## src/rtl/histdec_pkg.sv

```systemverilog
// Shared types and helpers for the N-stream histogram decompressor:
// FSM states, maximal-length LFSR tap masks and the rotate-priority bin picker.
package histdec_pkg;

  typedef enum logic [1:0] {S_IDLE, S_CHECK, S_EMIT, S_DONE} state_t;

  localparam int MAX_BINS = 16;

  // Fibonacci feedback masks (bit t-1 set for tap t), indexed by LFSR width.
  localparam logic [15:0] LFSR_TAPS [3:16] = '{
    16'h0006, 16'h000C, 16'h0014, 16'h0030, 16'h0060, 16'h00B8, 16'h0110,
    16'h0240, 16'h0500, 16'h0829, 16'h100D, 16'h2015, 16'h6000, 16'hD008
  };

  // First set bit of mask at or above start_idx, wrapping modulo num_bins
  // (num_bins is a power of two). Returns start_idx if nothing is set.
  function automatic logic [3:0] next_nonzero(input logic [MAX_BINS-1:0] mask,
                                              input logic [3:0]          start_idx,
                                              input int                  num_bins);
    logic [3:0] idx;
    next_nonzero = start_idx;
    for (int i = MAX_BINS - 1; i >= 0; i--) begin
      idx = 4'((int'(start_idx) + i) & (num_bins - 1));
      if (i < num_bins && mask[idx]) next_nonzero = idx;
    end
  endfunction

endpackage

```

## src/rtl/histogram_decompressor_nch_lfsr.sv

```systemverilog
// Fibonacci LFSR used to shuffle the emission order; reload on load,
// one step per advance, otherwise holds.
module lfsr_gen
  import histdec_pkg::*;
#(
  parameter int               WIDTH = 8,
  parameter logic [WIDTH-1:0] SEED  = WIDTH'(1)
) (
  input  logic             clk,
  input  logic             rst,
  input  logic             load,
  input  logic             advance,
  output logic [WIDTH-1:0] state
);

  localparam logic [15:0]      TAP_ROW = LFSR_TAPS[WIDTH];
  localparam logic [WIDTH-1:0] TAPS    = TAP_ROW[WIDTH-1:0];

  always_ff @(posedge clk or posedge rst) begin
    if (rst)          state <= SEED;
    else if (load)    state <= SEED;
    else if (advance) state <= {state[WIDTH-2:0], ^(state & TAPS)};
  end

endmodule

```

## src/rtl/histogram_decompressor_nch.sv

```systemverilog
// Regenerates NUM_STREAMS parallel unary bitstreams from a 2^NUM_STREAMS-bin
// joint histogram, one beat per handshake, in ascending or LFSR-shuffled order.
module histogram_decompressor_nch
  import histdec_pkg::*;
#(
  parameter int NUM_STREAMS   = 2,
  parameter int STREAM_LENGTH = 128,
  parameter int COUNTER_WIDTH = $clog2(STREAM_LENGTH + 1),
  parameter int LFSR_WIDTH    = 8,
  parameter int LFSR_SEED     = 1
) (
  input  logic                                            clk,
  input  logic                                            rst,
  input  logic                                            start,
  input  logic                                            shuffle_en,
  input  logic [(1 << NUM_STREAMS)*COUNTER_WIDTH-1:0]     counts,
  output logic [NUM_STREAMS-1:0]                          stream_bits,
  output logic                                            out_valid,
  input  logic                                            out_ready,
  output logic                                            busy,
  output logic                                            done,
  output logic                                            error
);

  localparam int NUM_BINS = 1 << NUM_STREAMS;
  localparam int SUM_W    = COUNTER_WIDTH + NUM_STREAMS;

  state_t                                  state_q, state_d;
  logic [NUM_BINS-1:0][COUNTER_WIDTH-1:0]  bins_q;
  logic                                    shuffle_q;
  logic [LFSR_WIDTH-1:0]                   lfsr;
  logic [SUM_W-1:0]                        bin_sum;
  logic [MAX_BINS-1:0]                     nz_mask;
  logic [3:0]                              cand, sel_full;
  logic [NUM_STREAMS-1:0]                  sel;
  logic                                    accept, handshake, load_beat, overflow;

  assign accept    = (state_q == S_IDLE) && start;
  assign handshake = out_valid && out_ready;
  assign overflow  = bin_sum > SUM_W'(STREAM_LENGTH);
  assign busy      = (state_q != S_IDLE);
  assign done      = (state_q == S_DONE);

  always_comb begin
    nz_mask = '0;
    bin_sum = '0;
    for (int b = 0; b < NUM_BINS; b++) begin
      nz_mask[b] = |bins_q[b];
      bin_sum    = bin_sum + SUM_W'(bins_q[b]);
    end
  end

  // Ascending mode is just the rotate search anchored at bin 0.
  assign cand     = shuffle_q ? 4'(lfsr & LFSR_WIDTH'(NUM_BINS - 1)) : 4'd0;
  assign sel_full = next_nonzero(nz_mask, cand, NUM_BINS);
  assign sel      = NUM_STREAMS'(sel_full);

  lfsr_gen #(
    .WIDTH (LFSR_WIDTH),
    .SEED  (LFSR_WIDTH'(LFSR_SEED))
  ) u_lfsr (
    .clk     (clk),
    .rst     (rst),
    .load    (accept),
    .advance (handshake),
    .state   (lfsr)
  );

  always_ff @(posedge clk or posedge rst) begin
    if (rst) state_q <= S_IDLE;
    else     state_q <= state_d;
  end

  // bins_q already excludes the beat on display, so an all-zero mask at a
  // handshake means that handshake consumed the last beat.
  always_comb begin
    state_d   = state_q;
    load_beat = 1'b0;
    case (state_q)
      S_IDLE:  if (start) state_d = S_CHECK;
      S_CHECK: begin
        if (overflow || bin_sum == '0) state_d = S_DONE;
        else begin
          state_d   = S_EMIT;
          load_beat = 1'b1;
        end
      end
      S_EMIT: begin
        if (handshake) begin
          if (|nz_mask) load_beat = 1'b1;
          else          state_d   = S_DONE;
        end
      end
      S_DONE:  state_d = S_IDLE;
      default: state_d = S_IDLE;
    endcase
  end

  always_ff @(posedge clk or posedge rst) begin
    if (rst) begin
      bins_q      <= '0;
      shuffle_q   <= 1'b0;
      stream_bits <= '0;
      out_valid   <= 1'b0;
      error       <= 1'b0;
    end else begin
      if (accept) begin
        bins_q    <= counts;
        shuffle_q <= shuffle_en;
        error     <= 1'b0;
      end
      if (state_q == S_CHECK && overflow) error <= 1'b1;
      if (load_beat) begin
        stream_bits  <= sel;
        bins_q[sel]  <= bins_q[sel] - COUNTER_WIDTH'(1);
        out_valid    <= 1'b1;
      end else if (handshake) begin
        out_valid <= 1'b0;
      end
    end
  end

endmodule

```

## config.mk

```make
export PLATFORM = sky130hd
export DESIGN_NAME = histogram_decompressor_nch
export DESIGN_NICKNAME = d
export VERILOG_FILES = /design/src/rtl/histdec_pkg.sv /design/src/rtl/histogram_decompressor_nch_lfsr.sv /design/src/rtl/histogram_decompressor_nch.sv
export SDC_FILE = /design/constraint.sdc
export NUM_CORES = 1
export LEC_CHECK = 0
export CORE_MARGIN = 2
export CORE_UTILIZATION = 55
export DETAILED_ROUTE_END_ITERATION = 10
export GPL_TIMING_DRIVEN = 0
export PLACE_DENSITY = 0.83
export SETUP_SLACK_MARGIN = 0.05
export SLEW_MARGIN = 20
export SYNTH_ARGS = -nofsm -noshare
export SYNTH_HDL_FRONTEND = slang
export SYNTH_HIERARCHICAL = 1
export SYNTH_SLANG_ARGS = --single-unit
```

## constraint.sdc

```tcl
create_clock -name clk -period 12 [get_ports clk]
set_clock_uncertainty 0.15 [all_clocks]
set_input_delay 1.2 -clock clk [delete_from_list [all_inputs] [get_ports clk]]
set_output_delay 1.2 -clock clk [all_outputs]
set_load 0.1 [all_outputs]
```

==> results by group, run 1 <==
Yosys
  – Post-synth top flop: dfrtp_1
  – Post-Synthesis Net Count: 522
  – Syn Area/Cell: between 8 and 9 um^2
  – Asr flop ratio synth: 1.00
  – Mapped Area: between 3000 and 4000 um^2
  – Synth unique cells: 66
  – Post-synth EDFFs: 0
  – Post-synthesis instance total: 454
  – Synth Register Bits: 47
  – Synth warnings: 6
  – Seq/Total Area, Yosys: 0.296

Global routing
  – Gr ovfl total: 0
  – Pin count of the biggest net entering global routing: 25
  – First-pass GRT wire length: between 15 and 20 mm
  – Initial antenna violation count: 0
  – Vias in the first global route: 3607
  – GR Util All Layers: 0.280

Clock network
  – # clock sinks: between 40 and 50
  – CTS tree: built
  – Total CTS buffers: 5
  – CTS Buffer Depth: 2
  – H-tree depth: 2
  – Post-CTS Hold Fix Bufs: 0
  – # resized after CTS: 0
  – Clock latency at the later pin of the worst-skew pair: around 310 ps
  – CTS root buf: clkbuf_8
  – CTS clk-pin slew, worst paths: about 90 ps
  – Post-CTS Setup Bufs: 0

Finish
  – Nets@finish: about 570
  – Most common cell after layout, fill and taps aside: nand2_1
  – # fillers: between 600 and 700
  – Share of cells above drive strength 1: 0.107
  – Area grow syn2layout: 17.3%
  – Leading cell types in the layout, fill and taps excluded: nand2_1 (68), inv_1 (50), dfrtp_1 (46)
  – Antenna cells: 0
  – Post-layout instance area: around 4700 um^2

Routing
  – DR pass1 iterations: 5
  – Detail Route Antenna Nets: 0
  – Via-to-Cell Ratio: 5.98
  – Drt drc: 0
  – Via count: between 3000 and 4000
  – Post-DR wirelength/cell: between 15 and 20 um
  – Final WL: roughly 11 mm
  – DRT iter0 DRCs: 270

Status
  – Outcome: completed

Worst setup path
  – CP Max Fanout: 10
  – CP startpoint kind: flip-flop
  – Kind of critical path: flip-flop to flip-flop
  – Crit. End Element: flip-flop
  – Critical Path AT: 5450 ps
  – Reg2Reg Launch Point: bins_q[9]
  – Req. time, crit path: approximately 12000 ps
  – Worst Setup SP: bins_q[9]

STA
  – Endpoints failing setup: 0
  – Tcrit/Tclk final: 0.450
  – RSZ-0062 raised after global routing: no
  – Max-slew violation count: 0
  – Final setup TNS: 0 ps
  – Final hold viol count: 0
  – Rel. slew slack: 0.281
  – Max Fclk: 185 MHz
  – Worst Max-Slew Pin Slew: between 1000 and 1500 ps
  – Min Clock Period, post-route: 5400 ps

Floorplan
  – DIE HEIGHT: between 80 and 90 um
  – Full die area: ~8000 um^2
  – Die width: approximately 89 um
  – # rows: 31
  – Starting Density: 0.558
  – CORE AREA: a little over 7000 um^2
  – I/O pins: 43

Job
  – Max-cap violations: 0

Min path
  – Hold WC Path Type: flip-flop to flip-flop
  – HP Start: stream_bits[0]

Placement
  – DP Area: approximately 4600 um^2
  – DP HPWL: between 8 and 9 mm
  – I/O Buffers: 42
  – RD Place Congestion: roughly 0.98
[per-layer routing]
metal	vias to the layer above	wire length, um	GRT usage
li1	1685	-	-
met1	1740	4630	0.376
met2	162	5060	0.469
met3	23	706	0.0471
met4	0	207	0.0828
met5	-	0	0
[final timing paths]
check | to | slack [ps] | cells after the start
max | bins_q[29] | 6600 | 16
min | stream_bits[0] | 340 | 2
max in group asynchronous | bins_q[17] | 10150 | 3
max reg2reg | bins_q[29] | 6600 | 16
min in group asynchronous | u_lfsr/state[6] | 1030 | 2
min reg2reg | stream_bits[0] | 340 | 2
[critical path, stage by stage (launching register included)]
cell      delay (ps)
dfrtp_1          440
inv_1            100
fa_1             510
inv_1             60
fa_1             460
ha_1             260
fa_1             440
a211oi_1         310
o21bai_1         110
a21oi_1          230
nand4_1          120
a311oi_1         460
a41oi_1          550
nor3_1           640
nand2_1          160
o22ai_1          210
nor2_1            60
[sequential cells by signal, summed over array words and instances, names as in the netlist]
register      cells
bins_q           32
error             1
out_valid         1
shuffle_q         1
state_q           2
stream_bits       2
u_lfsr/state      8
[synthesized netlist by cell type, types with 2 or more instances]
| master | instances | area (um^2) |
|---|---|---|
| fa_1 | 16 | 320 |
| mux2i_1 | 21 | 210 |
| o211a_1 | 2 | 20.0 |
| ha_1 | 15 | 188 |
| nor4_4 | 2 | 42.5 |
| nor3_1 | 8 | 40.0 |
| nand2_1 | 68 | 255 |
| nor4_2 | 6 | 75.1 |
| nand4_1 | 5 | 31.3 |
| or3_1 | 3 | 18.8 |
| a21oi_1 | 19 | 95.1 |
| clkbuf_1 | 7 | 26.3 |
| and2_1 | 4 | 25.0 |
| buf_2 | 8 | 40.0 |
| a22oi_2 | 4 | 50.1 |
| mux2_2 | 3 | 33.8 |
| o21ai_0 | 35 | 175 |
| a311oi_1 | 2 | 17.5 |
| nor2b_1 | 2 | 12.5 |
| nor4_1 | 3 | 18.8 |
| inv_1 | 51 | 191 |
| a311oi_2 | 2 | 30.0 |
| nor2_1 | 32 | 120 |
| o22ai_1 | 5 | 31.3 |
| nand4b_1 | 4 | 35.0 |
| a21o_1 | 3 | 22.5 |
| o211ai_1 | 3 | 22.5 |
| o21bai_1 | 2 | 15.0 |
| a211oi_1 | 17 | 128 |
| nand3_1 | 4 | 20.0 |
| xnor2_1 | 6 | 52.6 |
| o21ai_1 | 8 | 40.0 |
| a31oi_1 | 2 | 12.5 |
| dfrtp_1 | 46 | 1150 |
| xor2_1 | 4 | 35.0 |
| buf_1 | 2 | 7.51 |
[layout make-up]
| type | count | area, um^2 | share of cell area |
|---|---|---|---|
| sequential | 47 | 1180 | 0.252 |
| clock inverter | 2 | 35.0 | 0.00750 |
| buffer | 19 | 90.1 | 0.0193 |
| clock buffer | 6 | 82.6 | 0.0177 |
| tap | 99 | 124 | 0.0265 |
| timing repair buffer | 43 | 448 | 0.0959 |
| multi-input combinational | 337 | 2520 | 0.540 |
| inverter | 51 | 191 | 0.0410 |
[cells by family (layout without fill, tap and decap cells)]
family / count (synthesis) / after routing / synth area share
simple gates: 152 / 152 / 0.201
compound gates: 118 / 118 / 0.212
buf+inv: 70 / 121 / 0.0707
flops: 47 / 47 / 0.296
fa+ha+maj: 31 / 31 / 0.128
mux: 26 / 26 / 0.0707
xor+xnor: 10 / 10 / 0.0220
[through the flow]
| step | hold WS (ps) | cells | worst slack (ps) | utilization |
|---|---|---|---|---|
| finish | 342 | 604 | 6600 | 0.654 |
| global route | 370 | 604 | 6250 | 0.654 |
| CTS | 344 | 604 | 6650 | 0.654 |
| detailed placement | 324 | 596 | 6680 | 0.638 |
| global placement | 317 | 595 | 6840 | 0.634 |
| floorplan | 336 | 454 | 7540 | - |
Power of run 1 is left out: the tool's default activity adds up to more than one toggle a clock period on the data nets, which glitch-free logic cannot reach.
==> run 2, diff against run 1 <==
clock period = 5.5 ns   (was 12 ns; I/O delays follow)
==> run 2 against run 1 <==
Sequential share of layout area shrank 0.18 points. Critical path depth grew 1. Cell area grew 0.72%. Cell count is the same. Flip-flop and latch count is the same. Via count grew 0.91%. Wire length grew 0.54%. Setup slack lost 6200 ps.
==> results by group, run 2 (same netlist as run 1, synthesis figures left out) <==
Status
  – Outcome: completed (unchanged)

Placement
  – RD Place Congestion: 0.978 (unchanged)
  – I/O Buffers: 42 (unchanged)
  – DP HPWL: 8.25 mm (unchanged)
  – DP Area: 4550 um^2 (unchanged)
  – Post-Place Setup Slack: 176 ps (was 6680 ps)

Routing
  – Drt drc: 0 (unchanged)
  – Met2 WL: 5.10 mm (was 5.06 mm)
  – Via count: 3643 (was 3610)
  – DRT iter0 DRCs: 267 (was 270)
  – Final WL: 10.7 mm (was 10.6 mm)
  – Met1 WL: 4.57 mm (was 4.63 mm)
  – Uppermost layer routed: met4 (unchanged)
  – DR pass1 iterations: 5 (unchanged)
  – Post-DR wirelength/cell: 17.6 um (was 17.5 um)
  – Via-to-Cell Ratio: 6.03 (was 5.98)
  – Met3 WL: 771 um (was 706 um)
  – Detail Route Antenna Nets: 0 (unchanged)

Floorplan
  – DIE HEIGHT: 89.1 um (unchanged)
  – Die width: 89.1 um (unchanged)
  – Full die area: 7930 um^2 (unchanged)
  – I/O pins: 43 (unchanged)
  – # rows: 31 (unchanged)
  – CORE AREA: 7140 um^2 (unchanged)
  – Starting Density: 0.558 (unchanged)

Finish
  – Post-layout instance area: 4700 um^2 (was 4670 um^2)
  – Leading cell types in the layout, fill and taps excluded: nand2_1 (68), inv_1 (50), dfrtp_1 (46) (unchanged)
  – Area grow syn2layout: 18.2% (was 17.3%)
  – Max FFs per register: 32 (unchanged)
  – Most flops, register: bins_q (unchanged)
  – Nets@finish: 572 (unchanged)
  – Share of cells above drive strength 1: 0.119 (was 0.107)
  – Antenna cells: 0 (unchanged)
  – Most common cell after layout, fill and taps aside: nand2_1 (unchanged)
  – Biggest regs: bins_q x32, u_lfsr/state x8 (unchanged)

Clock network
  – # clock sinks: 47 (unchanged)
  – Total CTS buffers: 5 (unchanged)
  – CTS Buffer Depth: 2 (unchanged)
  – Clock latency at the later pin of the worst-skew pair: 310 ps (about the same)
  – CTS root buf: clkbuf_8 (unchanged)
  – H-tree depth: 2 (unchanged)
  – CTS tree: built (unchanged)
  – CTS clk-pin slew, worst paths: 90 ps (about the same)

STA
  – Rel. slew slack: 0.356 (was 0.281)
  – Tcrit/Tclk final: 0.929 (was 0.450)
  – Min Clock Period, post-route: 5110 ps (was 5400 ps)
  – Final hold viol count: 0 (unchanged)
  – Final setup TNS: 0 ps (unchanged)
  – Max Fclk: 196 MHz (was 185 MHz)
  – RSZ-0062 raised after global routing: no (unchanged)
  – Worst hold slack: 340 ps (was 342 ps)
  – Endpoints failing setup: 0 (unchanged)
  – Setup WS post-layout: 388 ps (was 6600 ps)
  – Worst Max-Slew Pin Slew: 964 ps (was 1060 ps)
  – Max-slew violation count: 0 (unchanged)

Global routing
  – Vias in the first global route: 3607 (unchanged)
  – Initial antenna violation count: 0 (unchanged)
  – GR Util All Layers: 0.280 (unchanged)
  – Pin count of the biggest net entering global routing: 25 (unchanged)
  – First-pass GRT wire length: 17.1 mm (unchanged)
  – Gr ovfl total: 0 (unchanged)

Min path
  – Hold WC Path Type: flip-flop to flip-flop (unchanged)

Worst setup path
  – Cells along the critical path: inv_1 -> fa_1 -> inv_1 -> fa_1 -> ha_1 -> fa_1 -> a211oi_1 -> o21bai_1 -> a21oi_1 -> nand4_1 -> a311oi_2 -> a41oi_2 -> nor2_1 -> nand2_1 -> buf_2 -> nand2_1 -> o21ai_0 (was inv_1 -> fa_1 -> inv_1 -> fa_1 -> ha_1 -> fa_1 -> a211oi_1 -> o21bai_1 -> a21oi_1 -> nand4_1 -> a311oi_1 -> a41oi_1 -> nor3_1 -> nand2_1 -> o22ai_1 -> nor2_1)
  – Kind of critical path: flip-flop to flip-flop (unchanged)
  – Critical Path AT: 5150 ps (was 5450 ps)
  – CP startpoint kind: flip-flop (unchanged)
  – Slowest stage delay, CP: 510 ps (was 640 ps)
  – Req. time, crit path: 5540 ps (was 12050 ps)
  – CP dominant cell by count: fa_1 (unchanged)
  – Crit. End Element: flip-flop (unchanged)
  – CP Max Fanout: 10 (unchanged)
  – Crit-path slowest cell: fa_1 (was nor3_1)

Job
  – Max-cap violations: 0 (unchanged)
## run 2: cell count changes in the layout (fill, tap and decap cells not counted)
cell      previous run  this run
a41oi_1              1         0
a311oi_1             2         1
nor3_2               1         5
a41oi_2              0         1
nor3_1               8         4
a311oi_2             2         3
## run 2: critical path, delay by kind of cell (launching register included)
kind / cells / cell delay, ps
fa+ha+maj: 4 / 1660
flops: 1 / 440
compound gates: 6 / 1560
buf+inv: 3 / 380
simple gates: 4 / 780
## run 2: path summary, 6_finish.rpt
| path | startpoint | slack (ps) | cells after the start | to |
|---|---|---|---|---|
| worst max register to register | bins_q[9] | 390 | 17 | bins_q[26] |
| worst min register to register | stream_bits[0] | 340 | 2 | stream_bits[0] |
| worst max-delay path | bins_q[9] | 390 | 17 | bins_q[26] |
| min in group asynchronous | rst | 380 | 2 | u_lfsr/state[6] |
| worst min-delay path | stream_bits[0] | 340 | 2 | stream_bits[0] |
| max in group asynchronous | rst | 4290 | 3 | bins_q[1] |
## run 2: per-layer routing
| metal | track usage | vias up |
|---|---|---|
| li1 | - | 1688 |
| met1 | 0.376 | 1766 |
| met2 | 0.469 | 164 |
| met3 | 0.0471 | 25 |
| met4 | 0.0828 | 0 |
| met5 | 0 | - |
## run 2: metrics by stage
| stage | cells | utilization |
|---|---|---|
| floorplan | 454 | - |
| global placement | 595 | 0.634 |
| detailed placement | 596 | 0.638 |
| CTS | 604 | 0.654 |
| global route | 604 | 0.659 |
| finish | 604 | 0.659 |
## run 2: layout make-up
cell class / instances / area (um^2)
multi-input cells: 337 / 2550
clock buffers: 6 / 82.6
repair buffers: 43 / 448
inverters: 51 / 191
well taps: 99 / 124
clock inverters: 2 / 35.0
plain buffers: 19 / 90.1
flip-flops and latches: 47 / 1180
fillers: 606 / 2430
## run 2: repair_timing
action	in CTS	in global routing
buffers inserted	0	0
hold buffers	0	0
endpoints found under the setup margin	0	23
gates resized for setup	0	6
Power of run 2 is left out for the same reason.
==> variant (config.mk and constraints of run 2) <==
Reset style: synchronous (`rst`), changed in 3 clocked blocks.
--- a/src/rtl/histogram_decompressor_nch_lfsr.sv
+++ b/src/rtl/histogram_decompressor_nch_lfsr.sv
@@ -16,7 +16,7 @@
   localparam logic [15:0]      TAP_ROW = LFSR_TAPS[WIDTH];
   localparam logic [WIDTH-1:0] TAPS    = TAP_ROW[WIDTH-1:0];
 
-  always_ff @(posedge clk or posedge rst) begin
+  always_ff @(posedge clk) begin
     if (rst)          state <= SEED;
     else if (load)    state <= SEED;
     else if (advance) state <= {state[WIDTH-2:0], ^(state & TAPS)};
--- a/src/rtl/histogram_decompressor_nch.sv
+++ b/src/rtl/histogram_decompressor_nch.sv
@@ -66,7 +66,7 @@
     .state   (lfsr)
   );
 
-  always_ff @(posedge clk or posedge rst) begin
+  always_ff @(posedge clk) begin
     if (rst) state_q <= S_IDLE;
     else     state_q <= state_d;
   end
@@ -96,7 +96,7 @@
     endcase
   end
 
-  always_ff @(posedge clk or posedge rst) begin
+  always_ff @(posedge clk) begin
     if (rst) begin
       bins_q      <= '0;
       shuffle_q   <= 1'b0;
Formal check against the unedited RTL: differs if rst is asserted again (counterexample within 4 cycles, from zero or initial values and one cycle with rst high); with rst held inactive, the same outputs for 4 cycles.
==> variant against run 2 <==
Global-route usage is 1.6 points higher; setup slack better by 11 ps; final area is 7.4% lower; sequential share of layout area is 3.4 points lower; first-iteration DRC count is 61% higher; synthesized area is 6.1% lower; routed wire length is 0.30% lower; die area is 5.8% lower; fmax is 0.21% higher; sequential cell count stayed put; count of clock-buffer cells in the layout stayed put; largest cell class unchanged.
==> variant: results (changes against run 2) <==
stage;metric;value;unit;change
global_route;first_pass_grt_wire_length;17400;um;+1.8%
synthesis;post_synth_fa_ha_maj_area_fraction;0.136;;+0.00829
detailed_routing;num_vias;3731;;+2.4%
cells_and_area;drive_gt1_frac;0.0996;;-0.0192
sta;final.setup.worst_slack;399;ps;+10.8 ps
run_status;status;completed;;
cells_and_area;design.final.nets;570;;-0.35%
synthesis;syn-mean-instance-area;8.25;um^2;-5.9%
synthesis;mappedNetlistNets;521;;-0.19%
global_route;aggregate_global_route_resource_usage;0.296;;+0.0162
global_route;gr-usage-met1;0.381;;+0.00504
detailed_routing;route.layer.met1.wl;4130;um;-9.6%
detailed_routing;detail_route_met3_wl;1000;um;+30%
detailed_routing;postRouteWirelength;10600;um;-0.30%
synthesis;synth_common_cells;sky130_fd_sc_hd__nand2_1 (76), sky130_fd_sc_hd__inv_1 (49), sky130_fd_sc_hd__dfxtp_1 (47), sky130_fd_sc_hd__nor2_1 (29), sky130_fd_sc_hd__mux2i_1 (22);;
hold_path;min_to;stream_bits[0];;
synthesis;xor_and_xnor_area_share_after_synthesis;0.0275;;+0.00545
worst_setup_path;startpoint;bins_q[1];;
place;detailedPlace.worstSlack;245;ps;+69.6 ps
place;place_hpwl;8240;um;-0.18%
worst_setup_path;crit_arrival;5170;ps;+20 ps
synthesis;yosysSeqAreaShare;0.252;;-0.0441
synthesis;ys_types;67;;+1.5%
worst_setup_path;worst_r2r_endpoint;bins_q[11];;
sta;max-slew-margin-rel;0.345;;-0.0108
## variant: through the flow
step / cell area, um^2 / utilization
3_3_place_gp: 4260 / 0.637
5_1_grt: 4350 / 0.651
6_report: 4350 / 0.651
2_1_floorplan: 3740 / -
3_5_place_dp: 4260 / 0.637
4_1_cts: 4350 / 0.650
## variant: where the power goes
part	switching [mW]	internal, mW	leakage [nW]	total [mW]
clock	0.118	0.0989	0.0470	0.217
combinational	1.41	0.870	1.29	2.28
sequential	0.124	0.427	0.384	0.551
## variant: tightest hold or removal path: cells and delay by family (launching register included)
kind / cells / cell delay, ps
muxes: 1 / 60
DFF: 1 / 330
and+or+nand+nor: 1 / 80
## variant: area by class of cell
type                            instances  area, um^2
Buffer                                 22         116
Clock buffer                            6        82.6
Clock inverter                          1        5.00
Fill cell                             553        2330
Inverter                               50         188
Multi-Input combinational cell        334        2500
Sequential cell                        47         941
Tap cell                               80         100
Timing Repair Buffer                   42         420
